## src/rtl/display_spi_rx_pkg.sv

```systemverilog
// Shared SSD1306 opcode values, synchronizer bundle layout and the argument-count helper
// used by the display_spi receive path.
package display_spi_rx_pkg;

   localparam logic [7:0] CMD_SET_MEM_MODE  = 8'h20;
   localparam logic [7:0] CMD_SET_COL_ADDR  = 8'h21;
   localparam logic [7:0] CMD_SET_PAGE_ADDR = 8'h22;
   localparam logic [7:0] CMD_SET_CONTRAST  = 8'h81;
   localparam logic [7:0] CMD_CHARGE_PUMP   = 8'h8D;
   localparam logic [7:0] CMD_NORMAL        = 8'hA6;
   localparam logic [7:0] CMD_INVERT        = 8'hA7;
   localparam logic [7:0] CMD_SET_MUX       = 8'hA8;
   localparam logic [7:0] CMD_DISPLAY_OFF   = 8'hAE;
   localparam logic [7:0] CMD_DISPLAY_ON    = 8'hAF;
   localparam logic [7:0] CMD_DISP_OFFSET   = 8'hD3;
   localparam logic [7:0] CMD_CLK_DIV       = 8'hD5;
   localparam logic [7:0] CMD_PRECHARGE     = 8'hD9;
   localparam logic [7:0] CMD_COM_PINS      = 8'hDA;
   localparam logic [7:0] CMD_VCOMH         = 8'hDB;

   // Bit positions of the SPI pins inside one synchronizer stage.
   localparam int SYNC_W   = 5;
   localparam int SYNC_CLK = 0;
   localparam int SYNC_DIN = 1;
   localparam int SYNC_CS  = 2;
   localparam int SYNC_DC  = 3;
   localparam int SYNC_RST = 4;
   localparam logic [SYNC_W-1:0] SYNC_IDLE = 5'b10100;

   function automatic logic [1:0] ssd1306_cmd_args(input logic [7:0] op);
      case (op)
         CMD_SET_MEM_MODE, CMD_SET_CONTRAST, CMD_CHARGE_PUMP, CMD_SET_MUX,
         CMD_DISP_OFFSET, CMD_CLK_DIV, CMD_PRECHARGE, CMD_COM_PINS,
         CMD_VCOMH:                            ssd1306_cmd_args = 2'd1;
         CMD_SET_COL_ADDR, CMD_SET_PAGE_ADDR:  ssd1306_cmd_args = 2'd2;
         default:                              ssd1306_cmd_args = 2'd0;
      endcase
   endfunction

endpackage

```

## src/rtl/display_spi_deser.sv

```systemverilog
// SPI front end: pin synchronizers, spi_clk rising-edge detect and MSB-first byte assembly.
// Emits one registered byte strobe per 8 bits and flags partial bytes cut off by cs.
module display_spi_deser
   import display_spi_rx_pkg::*;
#(
   parameter int SYNC_STAGES = 2
) (
   input  logic       clk,
   input  logic       reset,
   input  logic       spi_clk,
   input  logic       spi_din,
   input  logic       spi_cs,
   input  logic       spi_dc,
   input  logic       spi_rst,
   output logic       byte_valid,
   output logic [7:0] rx_byte,
   output logic       byte_dc,
   output logic       frame_err,
   output logic       disp_rst_n
);

   logic [SYNC_W-1:0] sync_q [SYNC_STAGES];
   logic [SYNC_W-1:0] pins_s;
   logic              clk_q;
   logic [2:0]        bit_cnt;
   logic [6:0]        shift_q;
   logic              rise;

   always_ff @(posedge clk or posedge reset) begin
      if (reset) begin
         for (int i = 0; i < SYNC_STAGES; i++) sync_q[i] <= SYNC_IDLE;
      end else begin
         sync_q[0] <= {spi_rst, spi_dc, spi_cs, spi_din, spi_clk};
         for (int i = 1; i < SYNC_STAGES; i++) sync_q[i] <= sync_q[i-1];
      end
   end

   assign pins_s     = sync_q[SYNC_STAGES-1];
   assign disp_rst_n = pins_s[SYNC_RST];
   assign rise       = pins_s[SYNC_CLK] & ~clk_q & ~pins_s[SYNC_CS];

   always_ff @(posedge clk or posedge reset) begin
      if (reset) begin
         clk_q      <= 1'b0;
         bit_cnt    <= 3'd0;
         shift_q    <= 7'd0;
         byte_valid <= 1'b0;
         rx_byte    <= 8'd0;
         byte_dc    <= 1'b0;
         frame_err  <= 1'b0;
      end else begin
         clk_q      <= pins_s[SYNC_CLK];
         byte_valid <= 1'b0;
         frame_err  <= 1'b0;
         if (!pins_s[SYNC_RST]) begin
            bit_cnt <= 3'd0;
         end else if (pins_s[SYNC_CS]) begin
            // Deselect mid-byte throws the partial byte away.
            if (bit_cnt != 3'd0) frame_err <= 1'b1;
            bit_cnt <= 3'd0;
         end else if (rise) begin
            shift_q <= {shift_q[5:0], pins_s[SYNC_DIN]};
            if (bit_cnt == 3'd7) begin
               byte_valid <= 1'b1;
               rx_byte    <= {shift_q, pins_s[SYNC_DIN]};
               byte_dc    <= pins_s[SYNC_DC];
               bit_cnt    <= 3'd0;
            end else begin
               bit_cnt <= bit_cnt + 3'd1;
            end
         end
      end
   end

endmodule

```

## src/rtl/display_spi_rx.sv

```systemverilog
// SSD1306 command/data decoder for the display_spi link: tracks display flags and the
// horizontal-addressing window, and writes data bytes into an external page frame buffer.
module display_spi_rx
   import display_spi_rx_pkg::*;
#(
   parameter int SYNC_STAGES = 2,
   parameter int COLUMNS     = 128,
   parameter int PAGES       = 8
) (
   input  logic                       clk,
   input  logic                       reset,
   input  logic                       spi_clk,
   input  logic                       spi_din,
   input  logic                       spi_cs,
   input  logic                       spi_dc,
   input  logic                       spi_rst,
   output logic                       fb_we,
   output logic [$clog2(PAGES)-1:0]   fb_page,
   output logic [$clog2(COLUMNS)-1:0] fb_column,
   output logic [7:0]                 fb_data,
   output logic                       cmd_valid,
   output logic [7:0]                 cmd_byte,
   output logic                       display_on,
   output logic                       inverted,
   output logic [7:0]                 contrast,
   output logic                       frame_err,
   output logic                       proto_err
);

   localparam int CW = $clog2(COLUMNS);
   localparam int PW = $clog2(PAGES);
   localparam logic [CW-1:0] COL_LAST  = CW'(COLUMNS - 1);
   localparam logic [PW-1:0] PAGE_LAST = PW'(PAGES - 1);

   typedef enum logic [1:0] {IDLE, ARG1, ARG2} dec_state_t;

   logic       byte_valid, byte_dc, disp_rst_n;
   logic [7:0] rx_byte;

   dec_state_t    state_q, state_d;
   logic [7:0]    opcode_q, opcode_d;
   logic [CW-1:0] arg1_q, arg1_d;
   logic [CW-1:0] col_start_q, col_start_d, col_end_q, col_end_d, col_ptr_q, col_ptr_d, wr_col_q, wr_col_d;
   logic [PW-1:0] page_start_q, page_start_d, page_end_q, page_end_d, page_ptr_q, page_ptr_d, wr_page_q, wr_page_d;
   logic          fb_we_d, cmd_valid_d, display_on_d, inverted_d, proto_err_d;
   logic [7:0]    fb_data_d, cmd_byte_d, contrast_d;

   display_spi_deser #(.SYNC_STAGES(SYNC_STAGES)) u_deser (
      .clk        (clk),
      .reset      (reset),
      .spi_clk    (spi_clk),
      .spi_din    (spi_din),
      .spi_cs     (spi_cs),
      .spi_dc     (spi_dc),
      .spi_rst    (spi_rst),
      .byte_valid (byte_valid),
      .rx_byte    (rx_byte),
      .byte_dc    (byte_dc),
      .frame_err  (frame_err),
      .disp_rst_n (disp_rst_n)
   );

   assign fb_page   = fb_we ? wr_page_q : page_ptr_q;
   assign fb_column = fb_we ? wr_col_q  : col_ptr_q;

   always_ff @(posedge clk or posedge reset) begin
      if (reset) state_q <= IDLE;
      else       state_q <= state_d;
   end

   always_comb begin
      state_d      = state_q;
      opcode_d     = opcode_q;
      arg1_d       = arg1_q;
      col_start_d  = col_start_q;
      col_end_d    = col_end_q;
      col_ptr_d    = col_ptr_q;
      page_start_d = page_start_q;
      page_end_d   = page_end_q;
      page_ptr_d   = page_ptr_q;
      wr_col_d     = wr_col_q;
      wr_page_d    = wr_page_q;
      fb_we_d      = 1'b0;
      fb_data_d    = fb_data;
      cmd_valid_d  = 1'b0;
      cmd_byte_d   = cmd_byte;
      display_on_d = display_on;
      inverted_d   = inverted;
      contrast_d   = contrast;
      proto_err_d  = 1'b0;
      if (!disp_rst_n) begin
         state_d      = IDLE;
         opcode_d     = 8'd0;
         arg1_d       = '0;
         col_start_d  = '0;
         col_end_d    = COL_LAST;
         col_ptr_d    = '0;
         page_start_d = '0;
         page_end_d   = PAGE_LAST;
         page_ptr_d   = '0;
         wr_col_d     = '0;
         wr_page_d    = '0;
         fb_data_d    = 8'd0;
         cmd_byte_d   = 8'd0;
         display_on_d = 1'b0;
         inverted_d   = 1'b0;
         contrast_d   = 8'h7F;
      end else if (byte_valid && byte_dc) begin
         // A data byte always lands in the buffer; a pending command is simply dropped.
         proto_err_d = (state_q != IDLE);
         state_d     = IDLE;
         fb_we_d     = 1'b1;
         fb_data_d   = rx_byte;
         wr_col_d    = col_ptr_q;
         wr_page_d   = page_ptr_q;
         if (col_ptr_q == col_end_q) begin
            col_ptr_d  = col_start_q;
            page_ptr_d = (page_ptr_q == page_end_q) ? page_start_q : page_ptr_q + 1'b1;
         end else begin
            col_ptr_d = col_ptr_q + 1'b1;
         end
      end else if (byte_valid) begin
         cmd_valid_d = 1'b1;
         cmd_byte_d  = rx_byte;
         case (state_q)
            IDLE: begin
               opcode_d = rx_byte;
               case (rx_byte)
                  CMD_DISPLAY_OFF: display_on_d = 1'b0;
                  CMD_DISPLAY_ON:  display_on_d = 1'b1;
                  CMD_NORMAL:      inverted_d   = 1'b0;
                  CMD_INVERT:      inverted_d   = 1'b1;
                  default: ;
               endcase
               if (ssd1306_cmd_args(rx_byte) != 2'd0) state_d = ARG1;
            end
            ARG1: begin
               // First window argument is staged so an aborted command leaves the window intact.
               arg1_d = rx_byte[CW-1:0];
               if (opcode_q == CMD_SET_CONTRAST) contrast_d = rx_byte;
               state_d = (ssd1306_cmd_args(opcode_q) == 2'd2) ? ARG2 : IDLE;
            end
            ARG2: begin
               if (opcode_q == CMD_SET_COL_ADDR) begin
                  col_start_d = arg1_q;
                  col_ptr_d   = arg1_q;
                  col_end_d   = rx_byte[CW-1:0];
               end else if (opcode_q == CMD_SET_PAGE_ADDR) begin
                  page_start_d = arg1_q[PW-1:0];
                  page_ptr_d   = arg1_q[PW-1:0];
                  page_end_d   = rx_byte[PW-1:0];
               end
               state_d = IDLE;
            end
            default: state_d = IDLE;
         endcase
      end
   end

   always_ff @(posedge clk or posedge reset) begin
      if (reset) begin
         opcode_q     <= 8'd0;
         arg1_q       <= '0;
         col_start_q  <= '0;
         col_end_q    <= COL_LAST;
         col_ptr_q    <= '0;
         page_start_q <= '0;
         page_end_q   <= PAGE_LAST;
         page_ptr_q   <= '0;
         wr_col_q     <= '0;
         wr_page_q    <= '0;
         fb_we        <= 1'b0;
         fb_data      <= 8'd0;
         cmd_valid    <= 1'b0;
         cmd_byte     <= 8'd0;
         display_on   <= 1'b0;
         inverted     <= 1'b0;
         contrast     <= 8'h7F;
         proto_err    <= 1'b0;
      end else begin
         opcode_q     <= opcode_d;
         arg1_q       <= arg1_d;
         col_start_q  <= col_start_d;
         col_end_q    <= col_end_d;
         col_ptr_q    <= col_ptr_d;
         page_start_q <= page_start_d;
         page_end_q   <= page_end_d;
         page_ptr_q   <= page_ptr_d;
         wr_col_q     <= wr_col_d;
         wr_page_q    <= wr_page_d;
         fb_we        <= fb_we_d;
         fb_data      <= fb_data_d;
         cmd_valid    <= cmd_valid_d;
         cmd_byte     <= cmd_byte_d;
         display_on   <= display_on_d;
         inverted     <= inverted_d;
         contrast     <= contrast_d;
         proto_err    <= proto_err_d;
      end
   end

endmodule

```

## config.mk

```make
export PLATFORM = sky130hd
export DESIGN_NAME = display_spi_rx
export DESIGN_NICKNAME = d
export VERILOG_FILES = /design/src/rtl/display_spi_rx_pkg.sv /design/src/rtl/display_spi_deser.sv /design/src/rtl/display_spi_rx.sv
export SDC_FILE = /design/constraint.sdc
export NUM_CORES = 1
export LEC_CHECK = 0
export BUFFER_PORTS_ARGS = -buffer_cell sky130_fd_sc_hd__buf_4
export CORE_MARGIN = 5
export CORE_UTILIZATION = 40
export CTS_CLUSTER_DIAMETER = 200
export DETAILED_ROUTE_END_ITERATION = 10
export GPL_TIMING_DRIVEN = 0
export RECOVER_POWER = 25
export SYNTH_ARGS = -nofsm -noshare
export SYNTH_HDL_FRONTEND = slang
export SYNTH_SLANG_ARGS = --single-unit
```

## constraint.sdc

```tcl
create_clock -name clk -period 4.85 [get_ports clk]
set_clock_uncertainty 0.15 [all_clocks]
set_input_delay 0.97 -clock clk [delete_from_list [all_inputs] [get_ports clk]]
set_output_delay 0.97 -clock clk [all_outputs]
set_load 0.1 [all_outputs]
```

# Word-level counts from Yosys, hierarchy flattened
# Index checks and enable logic that the tools add are counted.
# Widths: inputs -> output; s select.
[totals]
inputBits = 7
wordCells = 206
ff_bits = 118
output_inout_bits = 40
[classes]
bitwise_logic = 4
n_mux = 97
reduce_logical = 22
n_eq_ne = 52
add_sub_neg = 3
[op_table]
columns = ["cell", "count"]
rows = [
  ["$eq 8x8->1 const B", 20],
  ["$mux 7", 20],
  ["$mux 8", 14],
  ["$mux 3", 23],
  ["$eq 8x6->1 const B", 6],
  ["$mux 2", 13],
  ["$ne 3x3->1 const B", 8],
  ["$mux 1", 22],
  ["$reduce_and 4->1", 5],
  ["$ne 2x2->1 const B", 9],
  ["$reduce_or 9->1", 2],
  ["$pmux 2 s2", 3],
  ["$reduce_and 3->1", 4],
  ["$reduce_and 5->1", 2],
  ["$add 7x1->7 const B", 1],
  ["$eq 7x7->1", 1],
  ["$add 3x1->3 const B", 2],
  ["$eq 2x2->1 const B", 2],
  ["$ne 4x4->1 const B", 1],
  ["$pmux 1 s2", 2],
  ["$reduce_and 2->1", 2],
  ["$reduce_bool 2->1", 2],
  ["$reduce_or 2->1", 2],
  ["$eq 3x3->1", 1],
  ["9 further kinds", 11],
]

# Longest topological paths before layout
[depth]
depth_word = 13
ltp_mapped = 7
depth_no_buf = 6

# Cells and area by module
# Synthesis repeated with hierarchy kept, for this count alone.
[hier_totals]
hier_cells = 523
area_unflattened_um2 = 5413.9
[modules_own_cells]
columns = ["module", "seq_area_each_um2", "cells_each", "instances", "area_each_um2"]
rows = [
  ["display_spi_rx", 2173.3, 453, 1, 4227.8],
  ["display_spi_deser", 805.8, 70, 1, 1186.1],
]

# Least setup slack after synthesis
# Ideal clock, no wire load.
[synth_path]
path_kind = "register to output"
start = "register fb_we"
end = "output port fb_page[0]"
path_stages_with_launch = 3
arrival_time_ns = 3.224
n_path_buf = 1
path_slack_ns = 0.506
path_cell_list = "dfrtp_1 clkbuf_1 o21ai_0"
[synth_between]
elab_chain_len = 1
[synth_lines]
columns = ["element", "line", "text"]
rows = [
  ["from (decl)", "display_spi_rx.sv:17", "output logic fb_we,"],
  ["from (signal assigned)", "display_spi_rx.sv:191", "fb_we <= fb_we_d;"],
  ["$mux 3", "display_spi_rx.sv:63", "assign fb_page = fb_we ? wr_page_q : page_ptr_q;"],
  ["to (decl)", "display_spi_rx.sv:18", "output logic [$clog2(PAGES)-1:0] fb_page,"],
]
# No other way between the ends.

# Worst setup path after layout
[layout_path]
start = "register fb_we"
end = "output port fb_column[2]"
[layout_between]
elab_chain_len = 1
[layout_lines]
columns = ["element", "line", "text"]
rows = [
  ["$mux 7", "display_spi_rx.sv:64", "assign fb_column = fb_we ? wr_col_q : col_ptr_q;"],
  ["to (decl)", "display_spi_rx.sv:19", "output logic [$clog2(COLUMNS)-1:0] fb_column,"],
]
# No other way between the ends.

==> results.md <==
* Outcome: finished, violations left
* Failing checks: capacitance limit, slew limit
* Post-CTS Setup Repair Bufs at 0
* CTS Buf Count at 17
* Flop2flop setup slack at 2.38 ns
* Final core occ at 50.3%
* ANT nets after route at 0
* Maximum fanout along the worst path at 10
* Met3 wire len at 415 um
* Initial Util at 40.8%
* Die W at 126 um
* Slew HR at -3.65%
* Area growth from synthesis to layout at 23.2%
* # nets final at 564
* Cells after Synth at 486
* Highest metal used: met4
* Share of layout cells above drive strength 1 at 27.3%
* Critical R2R Launch: u_deser.pins_s[4]
* Placed insts at 709
* Post-detail-place hpwl at 8690 um
* Metal2 WL at 6220 um
* I/O pins at 47
* Hold Crit Endpoint: u_deser.pins_s[0]
* Worst EP required at 3.73 ns
* GPL Wtd Cong at 0.866
* R2R cell count at 6
* DRC at 0
* Fin cells at 741
* Initial drt markers at 288
* Filler Cell Count at 1222
* Highest clock rate at 340 MHz
* Final Hold Viols at 0
* Port bufs at 46
* WL final at 12500 um
* Final Critical Period at 2.94 ns
* Syn nets at 498
* Crit end category: output pin
* Die Height at 126 um
* Worst hold slack at 0.195 ns
* Distinct cells, synth at 56
* Slew Viols, Final at 34
* Syn Std Cell Area at 5410 sq um
* Row Count at 42
* Sequential-to-total area share from yosys stat at 55.1%
* Max_cap viols at 1
* HP Start: u_deser.sync_q[5]
* Worst-Margin Slew at 1.55 ns
* Global-route wire length before repair at 21000 um
* CP Data Arrival Time at 1.82 ns
* Seq cells post-synth at 118
* Worst skew pair latency at 0.42 ns
* Pleak at 2.98 nW
* Metal-1 WL at 5760 um
* Endpoints failing setup at 0
* Post-synth EDFFs at 0
* Final Cycle Share at 60.6%
* Post-synth top flop: dfrtp_1
* Ant diodes at 0
* Hold buffers post-CTS at 0
* Num Clock Sinks at 118
* Critical path class: reg2out
* Die footprint at 15900 sq um
* Design area at 6660 sq um
* Vias in the first global route at 4008
* Pre-Repair DR Iteration Count at 5
* RSZ-0062 raised after global routing: no
* Clock Path Buffers at 2
* Gr ovfl total at 0
* DR vias/cell at 5.15
* CTS Root Cell: clkbuf_16
* R2R Path End: col_ptr_q[5]
* Largest net degree at the start of global routing at 86
* Total global-route track usage at 16.7%
* Maximum VDD drop at 316 uV
* Drt wl/cell at 16.9 um
* CTS tree: yes
* Async SR Flop Fraction at 100%
* Clk pin slew, worst setup/hold paths at 0.05 ns
* Hold Path Stages at 0
* Synthesis Warnings at 0
* Initial antenna violation count at 0
* Worst setup SP type: flip-flop
* H-tree depth at 4
* Post-CTS sizing at 0
* Via count at 3817
* Pwr per Cell Area at 389 nW/um^2
* Placement Cell Area at 6000 sq um
* Syn_area_per_cell at 11.1 sq um
* Core Region at 13200 sq um
* Hold/Removal Path Class: reg2reg
## cell families after synthesis
logic type      share of synthesized area (%)
fa+ha+maj                                1.34
mux                                      10.5
buf+inv                                  4.05
compound gates                           11.5
simple gates                             14.9
xor+xnor                                 2.59
flops                                    55.1
## power by group
| group | leakage, nW | internal [mW] | switching [mW] |
|---|---|---|---|
| sequential | 1.55 | 1.03 | 0.0233 |
| combinational | 1.10 | 0.0512 | 0.105 |
| clock | 0.326 | 0.953 | 0.427 |
| total | 2.98 | 2.04 | 0.555 |
## through the flow
step	setup WS (ns)	TNS, ns	power (mW)
2_1_floorplan	0.506	0	1.19
3_3_place_gp	-0.725	-69.45	1.22
3_5_place_dp	2.33	0	1.23
4_1_cts	1.87	0	2.63
5_1_grt	1.84	0	2.69
6_report	1.91	0	2.59
## critical path: stages (launching register included)
cell and delay (ns):
dfrtp_1 0.37, clkbuf_1 0.41, mux2_2 0.40, buf_4 0.23
## worst max-delay path by stage
stage / to / startpoint / depth (start not counted) / slack (ns)
floorplan: fb_page[0] / fb_we / 2 / 0.51
global placement: u_deser.pins_s[1] / reset / 2 / -0.73
detailed placement: fb_column[2] / fb_we / 3 / 2.33
CTS: fb_column[2] / fb_we / 3 / 1.87
global route: fb_column[2] / fb_we / 3 / 1.84
finish: fb_column[2] / fb_we / 3 / 1.91
## synth_stat cells, drive strengths merged (10+ instances only)
master	instances	share of area, %
dfrtp	97	45
nand2	83	5.8
mux2	45	9.4
o21ai	25	2.4
clkbuf	23	1.6
dfstp	21	10
a22o	19	3.1
a21boi	17	2.4
nor2	14	1.1
nor3	13	1.2
buf	12	1.8
nand2b	11	1.3
inv	10	0.69
xnor2	10	1.6
## cell type report
type | count | area [sq um] | share of cell area (%)
Sequential cell | 118 | 2980 | 44.7
Multi-Input combinational cell | 323 | 2210 | 33.1
Clock buffer | 25 | 526 | 7.89
Timing Repair Buffer | 47 | 373 | 5.60
Tap cell | 176 | 220 | 3.31
Buffer | 35 | 180 | 2.70
Clock inverter | 7 | 138 | 2.07
Inverter | 10 | 38.8 | 0.582
## sequential cells by signal, summed over array words and instances (netlist names), 2 cells and up
signal,count
page_end_q,3
u_deser.shift_q,7
col_start_q,7
u_deser.bit_cnt,3
col_end_q,7
wr_col_q,7
u_deser.pins_s,5
col_ptr_q,7
wr_page_q,3
fb_data,8
page_start_q,3
u_deser.rx_byte,8
u_deser.sync_q,5
opcode_q,8
cmd_byte,8
state_q,2
contrast,8
page_ptr_q,3
arg1_q,7
## cell usage in the layout, fill, tap and decap left out, drive strengths merged, types with 3 or more instances in the layout
cell type and n:
nand3 7, o21ai 25, buf 52, xor2 6, nand2b 11, dfstp 21, a21oi 9, clkbuf 55
a21boi 17, ha 5, nor2 14, nor2b 8, mux2i 6, and2 6, dfrtp 97, xnor2 10
a31oi 3, o31ai 6, nor3 13, bufinv 4, inv 9, nand2 83, mux2 45, a22o 19
## layer usage
layer | vias to the layer above | GRT usage [%]
met4 | 0 | 6.81
met3 | 10 | 4.53
met1 | 1912 | 21.6
met2 | 81 | 26.8
met5 | - | 0
li1 | 1814 | -
Note: power is estimated with default switching activity, not from simulation.
